[src/rtl/control_fsm_pkg.sv]
// Shared definitions for the multicycle RISC-V control unit and its ALU:
// state codes, opcode constants, ALUControl encodings and mux select values.
package control_fsm_pkg;

    typedef enum logic [3:0] {
        S_FETCH    = 4'd0,
        S_DECODE   = 4'd1,
        S_MEMADR   = 4'd2,
        S_MEMREAD  = 4'd3,
        S_MEMWB    = 4'd4,
        S_MEMWRITE = 4'd5,
        S_EXECUTER = 4'd6,
        S_EXECUTEI = 4'd7,
        S_ALUWB    = 4'd8,
        S_BRANCH   = 4'd9,
        S_JAL      = 4'd10
    } state_t;

    localparam logic [6:0] OP_LW     = 7'b0000011;
    localparam logic [6:0] OP_SW     = 7'b0100011;
    localparam logic [6:0] OP_RTYPE  = 7'b0110011;
    localparam logic [6:0] OP_ITYPE  = 7'b0010011;
    localparam logic [6:0] OP_BRANCH = 7'b1100011;
    localparam logic [6:0] OP_JAL    = 7'b1101111;

    localparam logic [2:0] ALUC_ADD = 3'b000;
    localparam logic [2:0] ALUC_SUB = 3'b001;
    localparam logic [2:0] ALUC_AND = 3'b010;
    localparam logic [2:0] ALUC_OR  = 3'b011;
    localparam logic [2:0] ALUC_SLT = 3'b101;

    // What the FSM asks of the ALU decoder; FUNCT defers to funct3/funct7b5.
    typedef enum logic [1:0] {
        ALUOP_ADD   = 2'b00,
        ALUOP_SUB   = 2'b01,
        ALUOP_FUNCT = 2'b10
    } alu_op_t;

    localparam logic [1:0] IMM_I = 2'b00;
    localparam logic [1:0] IMM_S = 2'b01;
    localparam logic [1:0] IMM_B = 2'b10;
    localparam logic [1:0] IMM_J = 2'b11;

    localparam logic [1:0] SRCA_PC    = 2'b00;
    localparam logic [1:0] SRCA_OLDPC = 2'b01;
    localparam logic [1:0] SRCA_REG   = 2'b10;

    localparam logic [1:0] SRCB_REG  = 2'b00;
    localparam logic [1:0] SRCB_IMM  = 2'b01;
    localparam logic [1:0] SRCB_FOUR = 2'b10;

    localparam logic [1:0] RES_ALUOUT = 2'b00;
    localparam logic [1:0] RES_DATA   = 2'b01;
    localparam logic [1:0] RES_ALU    = 2'b10;

    // Moore control word produced per state before reset masking.
    typedef struct packed {
        logic       pc_update;
        logic       branch;
        logic       adr_src;
        logic       mem_write;
        logic       ir_write;
        logic       reg_write;
        logic       illegal;
        logic [1:0] result_src;
        logic [1:0] alu_src_a;
        logic [1:0] alu_src_b;
        alu_op_t    alu_op;
    } ctrl_t;

    function automatic logic [1:0] imm_src_of(input logic [6:0] op);
        logic [1:0] imm;
        imm = IMM_I;
        case (op)
            OP_SW:     imm = IMM_S;
            OP_BRANCH: imm = IMM_B;
            OP_JAL:    imm = IMM_J;
            default:   imm = IMM_I;
        endcase
        return imm;
    endfunction

    function automatic logic op_supported(input logic [6:0] op);
        return (op == OP_LW) || (op == OP_SW) || (op == OP_RTYPE) ||
               (op == OP_ITYPE) || (op == OP_BRANCH) || (op == OP_JAL);
    endfunction

endpackage

[src/rtl/control_fsm_if.sv]
// Controller <-> datapath bundle: instruction fields and flags in, control strobes out.
// All strobes are level signals valid for the whole cycle; there is no handshake.
interface control_fsm_if;
    logic [6:0] op;
    logic [2:0] funct3;
    logic       funct7b5;
    logic       Zero;

    logic       PCWrite;
    logic       AdrSrc;
    logic       MemWrite;
    logic       IRWrite;
    logic       RegWrite;
    logic [1:0] ResultSrc;
    logic [1:0] ALUSrcA;
    logic [1:0] ALUSrcB;
    logic [1:0] ImmSrc;
    logic [2:0] ALUControl;
    logic       IllegalOp;
    logic [3:0] State;

    // Controller side.
    modport master (
        input  op, funct3, funct7b5, Zero,
        output PCWrite, AdrSrc, MemWrite, IRWrite, RegWrite,
               ResultSrc, ALUSrcA, ALUSrcB, ImmSrc, ALUControl, IllegalOp, State
    );

    // Datapath side.
    modport slave (
        output op, funct3, funct7b5, Zero,
        input  PCWrite, AdrSrc, MemWrite, IRWrite, RegWrite,
               ResultSrc, ALUSrcA, ALUSrcB, ImmSrc, ALUControl, IllegalOp, State
    );
endinterface

[src/rtl/control_fsm_alu_decoder.sv]
// Maps the FSM's ALU request and the instruction funct fields to ALUControl.
module alu_decoder
    import control_fsm_pkg::*;
(
    input  alu_op_t    i_alu_op,
    input  logic       i_op5,
    input  logic [2:0] i_funct3,
    input  logic       i_funct7b5,
    output logic [2:0] o_alu_control
);

    always_comb begin
        o_alu_control = ALUC_ADD;
        case (i_alu_op)
            ALUOP_ADD: o_alu_control = ALUC_ADD;
            ALUOP_SUB: o_alu_control = ALUC_SUB;
            ALUOP_FUNCT: begin
                case (i_funct3)
                    // Only R-type with funct7b5 subtracts; addi ignores bit 30.
                    3'b000:  o_alu_control = (i_op5 & i_funct7b5) ? ALUC_SUB : ALUC_ADD;
                    3'b010:  o_alu_control = ALUC_SLT;
                    3'b110:  o_alu_control = ALUC_OR;
                    3'b111:  o_alu_control = ALUC_AND;
                    default: o_alu_control = ALUC_ADD;
                endcase
            end
            default: o_alu_control = ALUC_ADD;
        endcase
    end

endmodule

[src/rtl/control_fsm.sv]
// Multicycle RISC-V control unit: Moore FSM sequencing fetch, decode and
// per-class execute steps, with branch resolution folded into PCWrite.
module control_fsm
    import control_fsm_pkg::*;
(
    input  logic          clk,
    input  logic          rst,
    control_fsm_if.master ctrl_bus
);

    state_t     r_state;
    state_t     w_next_state;
    state_t     w_eff_state;
    ctrl_t      w_ctrl;
    logic [2:0] w_alu_control;
    logic       w_branch_taken;

    // While reset is held the outputs already show FETCH, so the datapath
    // sees a consistent control word instead of a stale mid-instruction one.
    assign w_eff_state = rst ? S_FETCH : r_state;

    always_ff @(posedge clk) begin
        if (rst) begin
            r_state <= S_FETCH;
        end else begin
            r_state <= w_next_state;
        end
    end

    always_comb begin
        w_next_state = S_FETCH;
        case (r_state)
            S_FETCH: w_next_state = S_DECODE;
            S_DECODE: begin
                case (ctrl_bus.op)
                    OP_LW, OP_SW: w_next_state = S_MEMADR;
                    OP_RTYPE:     w_next_state = S_EXECUTER;
                    OP_ITYPE:     w_next_state = S_EXECUTEI;
                    OP_BRANCH:    w_next_state = S_BRANCH;
                    OP_JAL:       w_next_state = S_JAL;
                    default:      w_next_state = S_FETCH;
                endcase
            end
            S_MEMADR:   w_next_state = (ctrl_bus.op == OP_SW) ? S_MEMWRITE : S_MEMREAD;
            S_MEMREAD:  w_next_state = S_MEMWB;
            S_EXECUTER: w_next_state = S_ALUWB;
            S_EXECUTEI: w_next_state = S_ALUWB;
            S_JAL:      w_next_state = S_ALUWB;
            default:    w_next_state = S_FETCH;
        endcase
    end

    always_comb begin
        w_ctrl = '0;
        case (w_eff_state)
            S_FETCH: begin
                w_ctrl.ir_write   = 1'b1;
                w_ctrl.pc_update  = 1'b1;
                w_ctrl.alu_src_a  = SRCA_PC;
                w_ctrl.alu_src_b  = SRCB_FOUR;
                w_ctrl.result_src = RES_ALU;
                w_ctrl.alu_op     = ALUOP_ADD;
            end
            S_DECODE: begin
                // Branch target is precomputed here into ALUOut.
                w_ctrl.alu_src_a = SRCA_OLDPC;
                w_ctrl.alu_src_b = SRCB_IMM;
                w_ctrl.alu_op    = ALUOP_ADD;
                w_ctrl.illegal   = !op_supported(ctrl_bus.op);
            end
            S_MEMADR: begin
                w_ctrl.alu_src_a = SRCA_REG;
                w_ctrl.alu_src_b = SRCB_IMM;
                w_ctrl.alu_op    = ALUOP_ADD;
            end
            S_MEMREAD: begin
                w_ctrl.result_src = RES_ALUOUT;
                w_ctrl.adr_src    = 1'b1;
            end
            S_MEMWB: begin
                w_ctrl.result_src = RES_DATA;
                w_ctrl.reg_write  = 1'b1;
            end
            S_MEMWRITE: begin
                w_ctrl.result_src = RES_ALUOUT;
                w_ctrl.adr_src    = 1'b1;
                w_ctrl.mem_write  = 1'b1;
            end
            S_EXECUTER: begin
                w_ctrl.alu_src_a = SRCA_REG;
                w_ctrl.alu_src_b = SRCB_REG;
                w_ctrl.alu_op    = ALUOP_FUNCT;
            end
            S_EXECUTEI: begin
                w_ctrl.alu_src_a = SRCA_REG;
                w_ctrl.alu_src_b = SRCB_IMM;
                w_ctrl.alu_op    = ALUOP_FUNCT;
            end
            S_ALUWB: begin
                w_ctrl.result_src = RES_ALUOUT;
                w_ctrl.reg_write  = 1'b1;
            end
            S_BRANCH: begin
                w_ctrl.alu_src_a  = SRCA_REG;
                w_ctrl.alu_src_b  = SRCB_REG;
                w_ctrl.alu_op     = ALUOP_SUB;
                w_ctrl.result_src = RES_ALUOUT;
                w_ctrl.branch     = 1'b1;
            end
            S_JAL: begin
                w_ctrl.alu_src_a  = SRCA_OLDPC;
                w_ctrl.alu_src_b  = SRCB_FOUR;
                w_ctrl.alu_op     = ALUOP_ADD;
                w_ctrl.result_src = RES_ALUOUT;
                w_ctrl.pc_update  = 1'b1;
            end
            default: w_ctrl = '0;
        endcase
    end

    alu_decoder u_alu_decoder (
        .i_alu_op      (w_ctrl.alu_op),
        .i_op5         (ctrl_bus.op[5]),
        .i_funct3      (ctrl_bus.funct3),
        .i_funct7b5    (ctrl_bus.funct7b5),
        .o_alu_control (w_alu_control)
    );

    // funct3[0] distinguishes bne from beq, so it inverts the Zero test.
    assign w_branch_taken = w_ctrl.branch & (ctrl_bus.Zero ^ ctrl_bus.funct3[0]);

    assign ctrl_bus.PCWrite    = !rst & (w_ctrl.pc_update | w_branch_taken);
    assign ctrl_bus.IRWrite    = !rst & w_ctrl.ir_write;
    assign ctrl_bus.RegWrite   = !rst & w_ctrl.reg_write;
    assign ctrl_bus.MemWrite   = !rst & w_ctrl.mem_write;
    assign ctrl_bus.IllegalOp  = !rst & w_ctrl.illegal;
    assign ctrl_bus.AdrSrc     = w_ctrl.adr_src;
    assign ctrl_bus.ResultSrc  = w_ctrl.result_src;
    assign ctrl_bus.ALUSrcA    = w_ctrl.alu_src_a;
    assign ctrl_bus.ALUSrcB    = w_ctrl.alu_src_b;
    assign ctrl_bus.ImmSrc     = imm_src_of(ctrl_bus.op);
    assign ctrl_bus.ALUControl = w_alu_control;
    assign ctrl_bus.State      = w_eff_state;

endmodule

[src/flat_wrapper.sv]
// flat-port wrapper written by rule: the top's interface ports become plain ports
module control_fsm_flat import control_fsm_pkg::*;
  (clk, rst, ctrl_bus_op, ctrl_bus_funct3, ctrl_bus_funct7b5, ctrl_bus_Zero, ctrl_bus_PCWrite, ctrl_bus_AdrSrc, ctrl_bus_MemWrite, ctrl_bus_IRWrite, ctrl_bus_RegWrite, ctrl_bus_ResultSrc, ctrl_bus_ALUSrcA, ctrl_bus_ALUSrcB, ctrl_bus_ImmSrc, ctrl_bus_ALUControl, ctrl_bus_IllegalOp, ctrl_bus_State);
  control_fsm_if ctrl_bus_i ();
  input  logic clk;
  input  logic rst;
  input wire logic [$bits(ctrl_bus_i.op)-1:0] ctrl_bus_op;
  input wire logic [$bits(ctrl_bus_i.funct3)-1:0] ctrl_bus_funct3;
  input wire logic [$bits(ctrl_bus_i.funct7b5)-1:0] ctrl_bus_funct7b5;
  input wire logic [$bits(ctrl_bus_i.Zero)-1:0] ctrl_bus_Zero;
  output wire logic [$bits(ctrl_bus_i.PCWrite)-1:0] ctrl_bus_PCWrite;
  output wire logic [$bits(ctrl_bus_i.AdrSrc)-1:0] ctrl_bus_AdrSrc;
  output wire logic [$bits(ctrl_bus_i.MemWrite)-1:0] ctrl_bus_MemWrite;
  output wire logic [$bits(ctrl_bus_i.IRWrite)-1:0] ctrl_bus_IRWrite;
  output wire logic [$bits(ctrl_bus_i.RegWrite)-1:0] ctrl_bus_RegWrite;
  output wire logic [$bits(ctrl_bus_i.ResultSrc)-1:0] ctrl_bus_ResultSrc;
  output wire logic [$bits(ctrl_bus_i.ALUSrcA)-1:0] ctrl_bus_ALUSrcA;
  output wire logic [$bits(ctrl_bus_i.ALUSrcB)-1:0] ctrl_bus_ALUSrcB;
  output wire logic [$bits(ctrl_bus_i.ImmSrc)-1:0] ctrl_bus_ImmSrc;
  output wire logic [$bits(ctrl_bus_i.ALUControl)-1:0] ctrl_bus_ALUControl;
  output wire logic [$bits(ctrl_bus_i.IllegalOp)-1:0] ctrl_bus_IllegalOp;
  output wire logic [$bits(ctrl_bus_i.State)-1:0] ctrl_bus_State;
  assign ctrl_bus_i.op = ctrl_bus_op;
  assign ctrl_bus_i.funct3 = ctrl_bus_funct3;
  assign ctrl_bus_i.funct7b5 = ctrl_bus_funct7b5;
  assign ctrl_bus_i.Zero = ctrl_bus_Zero;
  assign ctrl_bus_PCWrite = ctrl_bus_i.PCWrite;
  assign ctrl_bus_AdrSrc = ctrl_bus_i.AdrSrc;
  assign ctrl_bus_MemWrite = ctrl_bus_i.MemWrite;
  assign ctrl_bus_IRWrite = ctrl_bus_i.IRWrite;
  assign ctrl_bus_RegWrite = ctrl_bus_i.RegWrite;
  assign ctrl_bus_ResultSrc = ctrl_bus_i.ResultSrc;
  assign ctrl_bus_ALUSrcA = ctrl_bus_i.ALUSrcA;
  assign ctrl_bus_ALUSrcB = ctrl_bus_i.ALUSrcB;
  assign ctrl_bus_ImmSrc = ctrl_bus_i.ImmSrc;
  assign ctrl_bus_ALUControl = ctrl_bus_i.ALUControl;
  assign ctrl_bus_IllegalOp = ctrl_bus_i.IllegalOp;
  assign ctrl_bus_State = ctrl_bus_i.State;
  control_fsm u_core (.clk(clk), .rst(rst), .ctrl_bus(ctrl_bus_i));
endmodule
[config.mk]
export PLATFORM = sky130hd
export DESIGN_NAME = control_fsm_flat
export DESIGN_NICKNAME = d
export VERILOG_FILES = /design/src/rtl/control_fsm_pkg.sv /design/src/rtl/control_fsm_if.sv /design/src/rtl/control_fsm_alu_decoder.sv /design/src/rtl/control_fsm.sv /design/src/flat_wrapper.sv
export SDC_FILE = /design/constraint.sdc
export NUM_CORES = 1
export LEC_CHECK = 0
export ABC_AREA = 1
export ABC_CLOCK_PERIOD_IN_PS = 3000
export BUFFER_PORTS_ARGS = -buffer_cell sky130_fd_sc_hd__buf_2
export CORE_MARGIN = 2
export CORE_UTILIZATION = 45
export CTS_CLUSTER_SIZE = 10
export DETAILED_ROUTE_END_ITERATION = 6
export HOLD_SLACK_MARGIN = 0.03
export PLACE_DENSITY = 0.88
export SYNTH_ARGS = -nofsm -noshare
export SYNTH_HDL_FRONTEND = slang
export SYNTH_HIERARCHICAL = 1
export SYNTH_SLANG_ARGS = --single-unit
[constraint.sdc]
create_clock -name clk -period 3 [get_ports clk]
set_input_delay 0.3 -clock clk [delete_from_list [all_inputs] [get_ports clk]]
set_output_delay 0.3 -clock clk [all_outputs]
set_load 0.005 [all_outputs]
==> out/metrics.cfg <==
[synth]
syn-num-nets=133
yosys.cell_types.count=23
synth_fa_ha_area_share_pct=3.82
synth_top_family_by_area=simple AND/OR/NAND/NOR gates
ys_seq_area_share_pct=12.2
syn-cell-area_um2=654
synth-main-ff-cell=dfxtp_1
synth-simple-area-share_pct=51.4
syn_area_per_cell_um2=5.59
synth_common_cells=nand2_1 (28), inv_1 (20), nor2_1 (16)
synth_edf_count=0
synthMuxAreaShare_pct=0
async_flop_share_pct=0
synth_most_common_cell=nand2_1
synth_area_leaders=nand2_1 (16%), dfxtp_1 (12%), inv_1 (11%), nand3_1 (9.2%), nor2_1 (9.2%)
synth_compound_area_share_pct=8.41
synth_top_area_cell=nand2_1
synthCells=117
synth_top_area_share_pct=16.1
synthXorXnorAreaFrac_pct=1.34
yosysWarningCount=6
synth_seq_cells=4

[grt]
top_usage_layer=met2
grtUsageTotal_pct=17.8
grt_pass1_vias=674
grtUsageMet3_pct=1.72
met1_usage_pct=21.9
grt_use_met2_pct=31.6
grt_max_degree=12
grt_pass1_wl_um=2570
antenna_found_initial=0
grt-ovfl-total=0

[die]
core_area_um2=1330
io_pins=35
die-area_um2=1780
initial_core_util_pct=49.1
die_h_um=42.1
die_w_um=42.1
fp-row-count=13

[cts]
cts_tree=yes
post_cts_hold_buffer_count=0
clk_path_buf_depth=2
cts_sinks=4
clkLatencyLatePin_ns=0.23
clk_pin_slew_worst_paths_ns=0.03
cts_repair_resize_count=0
cts_made_buffers=3
root_buffer=clkbuf_4
postCtsSetupBuffers=0
htreeDepth=1

[layout]
synthToLayoutAreaGrowth_pct=23.3
final_nets=165
reg.largest.list=u_core/r_state (4)
diodes=0
largest_register_ffs=4
drive_gt1_share_pct=34.7
nFillCells=126
largest-register=u_core/r_state

[critical_path]
crit_fanout=6
worstSetupEndpointType=output pin
required_ns=2.70
startpoint_type=flip-flop
arrival_ns=1.81
critPathKind=reg2out

[timing]
worstMarginPinSlew_ns=0.227
tns_ns=0
rsz0062_at_grt=false
min_period_ns=2.11
slew_headroom_pct=84.8
hold_violations=0
report.final.slew_viol_count=0
finalClockSkew_ns=0.000728
finalCritPeriodShare_pct=70.5
setup_viol=0
clock.fmax_mhz=473

[routing]
wl_um=1530
detail-route-antenna-nets=0
drt_iter0_markers=23
avgViaCountPerCell=4.78
dr.pass1.iters=4
via_count=774
wire_per_inst_um=9.45
drc_errors=0

[placed_design]
gp_congestion=0.909
dpl.hpwl_um=1330
port_buffers=34

[outcome]
outcome=finished clean

[pwr]
internal-power_w=0.000121
p_leak_nw=0.522
combPwrFrac_pct=30.9
p_sw_share_pct=30.1
p_clk_share_pct=36.4
total_power_w=0.000173
seq_power_share_pct=32.7
power.density_nw_per_um2=214
power.switching_w=0.0000519
ir_drop_mv=0.164

[worst_hold_path]
hold_class=in2reg

[run]
maxCapViolCount=0

[layout make-up]
type	count	area, um^2	area share, %
clock buffers	3	22.5	2.79
inverters	24	90.1	11.2
multi-input cells	82	425	52.7
flip-flops and latches	4	80.1	9.92
well taps	15	18.8	2.33
repair buffers	34	170	21.1
[path summary, 6_finish.rpt]
path	from	end	slack, ns	cells after the start
max reg2reg	u_core/r_state[0]	u_core/r_state[2]	1.93	7
max	u_core/r_state[0]	ctrl_bus_ALUControl[0]	0.89	10
min reg2reg	u_core/r_state[0]	u_core/r_state[0]	0.61	3
min	rst	u_core/r_state[1]	0.41	2
[cells in the final DEF (no fill, tap or decap)]
cell type,n
nor2_4,1
nand3_1,12
a21oi_1,6
ha_1,2
nor2_2,4
nand2_1,28
nand2_4,1
nand4_1,2
o21ai_0,2
nand2_2,2
clkbuf_4,3
buf_2,34
xor2_1,1
nor2_8,1
inv_1,20
inv_2,3
dfxtp_1,4
a21oi_2,1
nor3b_2,1
nor2_1,16
clkinv_1,1
and3_1,1
o22ai_1,1
[power by group through the flow]
stage	clock [W]	combinational, W	sequential (W)
after CTS	0.0000675	0.0000533	0.0000564
after global placement	0	0.0000518	0.0000572
after floorplan	0	0.0000365	0.0000569
after global routing	0.0000731	0.0000604	0.0000565
after detailed placement	0	0.0000530	0.0000572
final	0.0000629	0.0000532	0.0000564
[worst max-delay path, stage by stage, from the launching register on]
cell,delay [ns]
dfxtp_1,0.35
inv_2,0.08
nor2_2,0.15
inv_2,0.10
nor2_8,0.14
inv_1,0.05
ha_1,0.31
inv_1,0.09
nand4_1,0.11
nand3_1,0.10
buf_2,0.11
[per-stage QoR]
step	hold WS [ns]	instance area [um^2]	utilization (%)	std cells	setup slack, ns
2_1_floorplan	0.521	654	-	117	1.33
3_3_place_gp	0.581	785	58.8	159	1.17
3_5_place_dp	0.599	785	58.8	159	1.11
4_1_cts	0.401	807	60.5	162	0.875
5_1_grt	0.423	807	60.5	162	0.683
6_report	0.413	807	60.5	162	0.885
[routing by layer]
metal	wire length, um	part of all wire (%)
met5	0	0
met4	0	0
met3	80	5.2
met2	733	48
met1	717	47
[cells by family after synthesis]
family | count (synthesis)
buffers and inverters | 31
xor gates and xnor gates | 1
and+or+nand+nor | 69
DFF | 4
adders and majority gates | 2
AOI/OAI and AO/OA | 10
Note: power is estimated with default switching activity, not from simulation.
